===== config.mk =====
export PLATFORM = sky130hd
export DESIGN_NAME = tpu_control_unit
export DESIGN_NICKNAME = d
export VERILOG_FILES = /design/src/rtl/tpu_pkg.sv /design/src/rtl/result_serializer.sv /design/src/rtl/tpu_control_unit.sv
export SDC_FILE = /design/constraint.sdc
export NUM_CORES = 1
export LEC_CHECK = 0
export CAP_MARGIN = 20
export CORE_MARGIN = 8
export CORE_UTILIZATION = 32
export CTS_CLUSTER_SIZE = 14
export DETAILED_ROUTE_END_ITERATION = 10
export GPL_TIMING_DRIVEN = 0
export HOLD_SLACK_MARGIN = 0.02
export SLEW_MARGIN = 20
export SYNTH_ARGS = -nofsm -noshare
export SYNTH_HDL_FRONTEND = slang
export SYNTH_SLANG_ARGS = --single-unit

===== constraint.sdc =====
create_clock -name clk -period 1.8 [get_ports clk]
set_input_delay 0.27 -clock clk [delete_from_list [all_inputs] [get_ports clk]]
set_output_delay 0.27 -clock clk [all_outputs]
set_load 0.05 [all_outputs]

===== src/rtl/tpu_pkg.sv =====
// Shared types and constants for the TPU sequencer: state encoding and
// operand/result sizing.
package tpu_pkg;

    localparam int DATA_W      = 8;
    localparam int RESULT_W    = 16;
    localparam int N_OPERANDS  = 8;
    localparam int N_OUT_BYTES = 8;
    localparam int ADDR_W      = 3;

    typedef enum logic [2:0] {
        LOAD    = 3'd0,
        CLEAR   = 3'd1,
        COMPUTE = 3'd2,
        CAPTURE = 3'd3,
        OUTPUT  = 3'd4
    } state_t;

endpackage


===== src/rtl/result_serializer.sv =====
// Snapshots the four array results on start and streams them out as bytes
// (little-endian per result, row-major) under a valid/ready handshake.
module result_serializer
    import tpu_pkg::*;
(
    input  logic                clk,
    input  logic                rst_n,
    input  logic                start,
    input  logic [RESULT_W-1:0] c00,
    input  logic [RESULT_W-1:0] c01,
    input  logic [RESULT_W-1:0] c10,
    input  logic [RESULT_W-1:0] c11,
    input  logic                out_ready,
    output logic [DATA_W-1:0]   out_data,
    output logic                out_valid,
    output logic                last
);

    localparam int CNT_W = $clog2(N_OUT_BYTES);
    localparam logic [CNT_W-1:0] CNT_LAST = CNT_W'(N_OUT_BYTES - 1);

    logic [4*RESULT_W-1:0] shadow_q, shadow_d;
    logic [CNT_W-1:0]      out_cnt_q, out_cnt_d;
    logic                  valid_q, valid_d;
    logic                  xfer;

    always_comb begin
        shadow_d  = shadow_q;
        out_cnt_d = out_cnt_q;
        valid_d   = valid_q;
        xfer      = valid_q && out_ready;
        last      = xfer && (out_cnt_q == CNT_LAST);
        if (start) begin
            // c00 lands in the lowest bytes so out_cnt indexes bytes directly
            shadow_d  = {c11, c10, c01, c00};
            out_cnt_d = '0;
            valid_d   = 1'b1;
        end else if (last) begin
            out_cnt_d = '0;
            valid_d   = 1'b0;
        end else if (xfer) begin
            out_cnt_d = out_cnt_q + 1'b1;
        end
    end

    always_ff @(posedge clk) begin
        if (!rst_n) begin
            shadow_q  <= '0;
            out_cnt_q <= '0;
            valid_q   <= 1'b0;
        end else begin
            shadow_q  <= shadow_d;
            out_cnt_q <= out_cnt_d;
            valid_q   <= valid_d;
        end
    end

    assign out_data  = shadow_q[int'(out_cnt_q) * DATA_W +: DATA_W];
    assign out_valid = valid_q;

endmodule


===== src/rtl/tpu_control_unit.sv =====
// Sequencer between the host byte stream, the operand memory and the 2x2
// systolic array: load operands, clear, compute, capture, serialise results.
module tpu_control_unit
    import tpu_pkg::*;
#(
    parameter int COMPUTE_CYCLES = 5
) (
    input  logic                clk,
    input  logic                rst_n,
    input  logic                load_en,
    input  logic [DATA_W-1:0]   in_data,
    output logic                mem_we,
    output logic [ADDR_W-1:0]   mem_addr,
    output logic [DATA_W-1:0]   mem_wdata,
    output logic                mmu_clear,
    output logic                mmu_en,
    input  logic [RESULT_W-1:0] c00,
    input  logic [RESULT_W-1:0] c01,
    input  logic [RESULT_W-1:0] c10,
    input  logic [RESULT_W-1:0] c11,
    output logic [DATA_W-1:0]   out_data,
    output logic                out_valid,
    input  logic                out_ready,
    output logic                busy,
    output logic                done
);

    localparam int CYC_W = $clog2(COMPUTE_CYCLES + 1);
    localparam logic [CYC_W-1:0]  CYC_LAST  = CYC_W'(COMPUTE_CYCLES - 1);
    localparam logic [CYC_W-1:0]  CYC_END   = CYC_W'(COMPUTE_CYCLES);
    localparam logic [ADDR_W-1:0] LOAD_LAST = ADDR_W'(N_OPERANDS - 1);

    state_t            state_q, state_d;
    logic [ADDR_W-1:0] load_cnt_q, load_cnt_d;
    logic [CYC_W-1:0]  cyc_cnt_q, cyc_cnt_d;
    logic              done_q, done_d;
    logic              busy_q, busy_d;
    logic              ser_start;
    logic              ser_last;

    always_comb begin
        state_d    = state_q;
        load_cnt_d = load_cnt_q;
        cyc_cnt_d  = cyc_cnt_q;
        mem_we     = 1'b0;
        mmu_clear  = 1'b0;
        mmu_en     = 1'b0;
        ser_start  = 1'b0;
        case (state_q)
            LOAD: begin
                mem_we = load_en;
                if (load_en) begin
                    if (load_cnt_q == LOAD_LAST) begin
                        load_cnt_d = '0;
                        state_d    = CLEAR;
                    end else begin
                        load_cnt_d = load_cnt_q + 1'b1;
                    end
                end
            end
            CLEAR: begin
                mmu_clear = 1'b1;
                cyc_cnt_d = '0;
                state_d   = COMPUTE;
            end
            COMPUTE: begin
                mmu_en    = (cyc_cnt_q < CYC_END);
                cyc_cnt_d = cyc_cnt_q + 1'b1;
                if (cyc_cnt_q == CYC_LAST) state_d = CAPTURE;
            end
            CAPTURE: begin
                ser_start = 1'b1;
                state_d   = OUTPUT;
            end
            OUTPUT: begin
                if (ser_last) state_d = LOAD;
            end
            default: state_d = LOAD;
        endcase
        done_d = ser_last;
        // Decoded from the next state so busy tracks state_q with no extra lag
        busy_d = (state_d != LOAD);
    end

    always_ff @(posedge clk) begin
        if (!rst_n) begin
            state_q    <= LOAD;
            load_cnt_q <= '0;
            cyc_cnt_q  <= '0;
            done_q     <= 1'b0;
            busy_q     <= 1'b0;
        end else begin
            state_q    <= state_d;
            load_cnt_q <= load_cnt_d;
            cyc_cnt_q  <= cyc_cnt_d;
            done_q     <= done_d;
            busy_q     <= busy_d;
        end
    end

    assign mem_addr  = load_cnt_q;
    assign mem_wdata = in_data;
    assign done      = done_q;
    assign busy      = busy_q;

    result_serializer u_ser (
        .clk       (clk),
        .rst_n     (rst_n),
        .start     (ser_start),
        .c00       (c00),
        .c01       (c01),
        .c10       (c10),
        .c11       (c11),
        .out_ready (out_ready),
        .out_data  (out_data),
        .out_valid (out_valid),
        .last      (ser_last)
    );

endmodule


Word-level counts from Yosys, hierarchy flattened
Cells that the tools add are included.

word-level totals
  bits in registers = 79
  input port bits = 76
  logic and storage cells = 42

cells by class
  $add $sub $neg = 3
  magnitude comparators = 1
  equal/unequal tests = 7
  shifts and indexed selects = 1
  mux-type cells = 13
  bitwise logic cells = 1
  reductions and logical operators = 8

operators with widths
  cell                 count
  $shiftx 64x7->8      1
  $mux 3               5
  $pmux 3 s5           1
  $eq 3x3->1 const B   4
  $add 3x1->3 const B  3
  $eq 3x2->1 const B   2
  $mux 1               6
  $pmux 3 s2           1
  $reduce_bool 2->1    2
  $eq 3x1->1 const B   1
  $logic_not 3->1      1
  $lt 3x3->1 const B   1
  $reduce_bool 3->1    1
  $reduce_or 3->1      1
  $logic_and 1x1->1    2
  $reduce_and 2->1     1
  $not 1->1            1

Logic depth before layout (Yosys ltp)
  depth in word-level cells = 5
  depth in mapped cells = 6

Hierarchy
From an unflattened synthesis, not the netlist that was laid out.

unflattened totals
  cells, all modules = 318
  area, all modules = 3736.1 sq um

by module, submodules not included
  module             times used  cells an instance  area each (sq um)
  result_serializer  1           255                3150.5
  tpu_control_unit   1           63                 585.6

Worst setup path before layout
No wires, ideal clock.

  path kind = register -> output
  start point = register u_ser.out_cnt_q[0]
  end point = output out_data[0]
  data arrival time = 1.566 ns
  data required time = 1.530 ns
  setup slack = -0.036 ns
  cell stages (with the launch flop) = 5
  path buffers = 2
  cells stage by stage = dfxtp_1 buf_6 buf_6 mux4_1 mux2_2

on the way
  cells in the longest elaborated chain, start to end = 1

ends and longest elaborated chain
  item                      RTL line                 text
  start: declaration        result_serializer.sv:23  logic [CNT_W-1:0] out_cnt_q, out_cnt_d;
  start signal: assignment  result_serializer.sv:53  out_cnt_q <= out_cnt_d;
  $shiftx 64x7->8           result_serializer.sv:58  assign out_data = shadow_q[int'(out_cnt_q) * DATA_W +: DATA_W];
  end: declaration          tpu_control_unit.sv:21   output logic [DATA_W-1:0] out_data,

No other way between the ends.

Worst setup path after layout
Ends and elaborated chain as after synthesis.

==> results.md <==
- Setup violators final: 8
- Layout cell share with drive strength beyond 1: 0.179
- Syn Area/Cell: 8.98 um^2
- Die width: between 100 and 150 um
- Drt pass-1 iters: 4
- Synth Warn #: 0
- Filler instances: 1055
- Port buffer count: 92
- Clk buf depth: 2
- Critical Path AT: 2.05 ns
- F_max: 431 MHz
- Worst slew pin tran: about 0.62 ns
- Register area share after synthesis: 0.448
- Drc violations: 0
- Total CTS buffers: 9
- Switching pwr: 0.805 mW
- Pins Over Slew Limit: 0
- Failing checks: setup timing
- Crit Path Class: reg2out
- Area share of the largest cell type after synthesis: 0.448
- Commonest cells after routing, fill and taps aside: 136 x nand2_1, 77 x dfxtp_1, 77 x clkdlybuf4s50_1
- RSZ-0062 raised after global routing: yes
- Clk pwr share: 0.415
- CP Cell Sequence: buf_6 > buf_4 > mux4_4 > mux2_4 > buf_6
- FFs w/ async S/R, synth: 0
- Maxcap violations: 0
- Core box area: around 11000 um^2
- PnR worst setup slack: -0.522 ns
- Synth Instances: 393
- Worst clock skew: a little over 0.008 ns
- Routed vias: 3106
- Sinks on Clock Net: 79
- Comb pwr share: 0.086
- Largest net degree at the start of global routing: 15
- Congestion Overflow GR: 0
- Pwr Density: ~700 nW/um^2
- Internal power: around 2.7 mW
- Crit path max-delay cell type: mux4_4
- Via/cell ratio: 4.79
- Clk_lat worst skew: ~0.34 ns
- Most common cell after layout, fill and taps aside: nand2_1
- Clock Tree Root: clkbuf_8
- Synth cell types: 31
- Initial antenna violation count: 0
- Drt total wl: 10800 um
- Sw Ratio: 0.229
- First-pass GRT wire length: 16900 um
- Status: finished, violations left
- Final min period: 2.32 ns
- Final total power: ~3.5 mW
- Syn nets: 475
- Final ANT Viol Nets: 0
- LEAKAGE: roughly 1.8 nW
- Fin area: 4960 um^2
- ANT cells: 0
- Initial Util: 0.327
- Area Growth Syn to Fin: 40.5%
- Final #Nets: 586
- Total track usage: 0.148
- CTS tree: done
- Most Frequent Cell on Critical Path: buf_6
- Top post-synthesis cells by area: dfxtp_1 45%, nand2_1 14%, a21oi_1 10%
- Critical path's top delay family: multiplexers
- Cell Area, Placed: 4640 um^2
- Hold crit path type: reg2reg
- H-Tree Depth: 3
- CP max stage delay: 0.66 ns
- Crit Path Max Fanout: 4
- Ys flop type: dfxtp_1
- Die footprint: 14700 um^2
- WL/cell: between 15 and 20 um
- Clk slew on worst S/H paths: 0.08 ns
- FP Rows: 38
- Post-synth EDFFs: 0
- Synthesized area: 3530 um^2
- Vias in the first global route: 3258
- Flops & latches, synth: a little under 80
- Reg2reg start: state_q[1]
- CTS Hold Bufs: 0
- CP startpoint: u_ser.out_cnt_q[0]
- Detailed Place HPWL: between 8000 and 9000 um
- Starting DRT DRC Count: 181
- CP endpoint kind: output port
- Die Ht: 121 um
- CP Buf/Inv Count: 3
- Ports: 101
- Worst VDD drop: ~0.32 mV
- Final hold vios: 0
- Sequential share of power: 0.498
- Hold path startpoint: u_ser.shadow_q[40]
- Final period util: 1.29
- Crit path launch type: flip-flop
- Global placement routability congestion: 0.785
- Required @ worst endpoint: 1.53 ns
- Largest area contributor in the netlist: dfxtp_1
- Slew HR: 0.583
[power groups by stage]
stage / Clock [mW] / Sequential, mW / Combinational, mW
final: 1.46 / 1.75 / 0.303
after global routing: 1.57 / 1.75 / 0.321
after CTS: 1.48 / 1.75 / 0.306
after detailed placement: 0 / 1.79 / 0.306
after global placement: 0 / 1.79 / 0.305
after floorplan: 0 / 1.81 / 0.0911
[registers in the layout, summed over array words and instances (netlist names)]
register	count
u_ser.shadow_q	64
cyc_cnt_q	3
mem_addr	3
state_q	3
u_ser.out_cnt_q	3
busy	1
done	1
u_ser.out_valid	1
[per-layer routing]
layer / global-route usage / wire length, um / up-vias
li1: - / - / 1540
met1: 0.183 / 4850 / 1457
met2: 0.242 / 5120 / 97
met3: 0.0335 / 644 / 12
met4: 0.0593 / 159 / 0
met5: 0 / 0 / -
[final timing paths]
| kind | cells past startpoint | slack (ns) | endpoint |
|---|---|---|---|
| worst min register to register | 2 | 0.45 | u_ser.shadow_q[40] |
| worst min-delay path | 2 | 0.45 | u_ser.shadow_q[40] |
| worst max-delay path | 5 | -0.52 | out_data[0] |
| worst max register to register | 5 | 0.21 | cyc_cnt_q[2] |
[final cells by class]
cell class | instances | area (um^2) | area share
multi-input cells | 273 | 1720 | 0.348
clock buffers | 10 | 128 | 0.0257
repair buffers | 100 | 995 | 0.201
well taps | 140 | 175 | 0.0353
flip-flops and latches | 79 | 1580 | 0.319
inverters | 4 | 15.0 | 0.00303
clock inverters | 6 | 92.6 | 0.0187
plain buffers | 37 | 248 | 0.0499
[tightest hold or removal path, stage by stage (launching register included)]
cell and delay (ns):
dfxtp_1 0.31, nand2_1 0.05, a21oi_1 0.05
[cells by family after synthesis]
group | Yosys count | synth area share
buf+inv | 41 | 0.0719
flops | 79 | 0.448
mux | 29 | 0.154
fa+ha+maj | 6 | 0.0213
compound gates | 79 | 0.118
simple gates | 159 | 0.187
[Yosys cell counts, drive strengths merged (2+ instances only)]
cell type and count:
a21oi 73, buf 23, clkbuf 14, dfxtp 79, ha 6, inv 4, mux2 9, mux2i 4
mux4 16, nand2 136, nand3 3, nand4b 2, nor2 11, nor3b 2, or3b 2
[through the flow]
stage	cells	utilization	TNS (ns)	hold slack (ns)	setup slack, ns
final	649	0.460	-3.93	0.451	-0.522
after global routing	649	0.460	-4.30	0.463	-0.560
after CTS	646	0.456	-3.98	0.456	-0.523
after detailed placement	625	0.430	-17.88	0.446	-0.816
after global placement	625	0.430	-16.78	0.438	-0.797
after floorplan	393	-	0	0.406	0.00504
[repair_timing]
action                     CTS  global route
pin swaps                    1             1
resized for setup           87             7
setup endpoints to repair   15            15
setup buffers                5             3
Note: power is estimated with default switching activity, not from simulation.
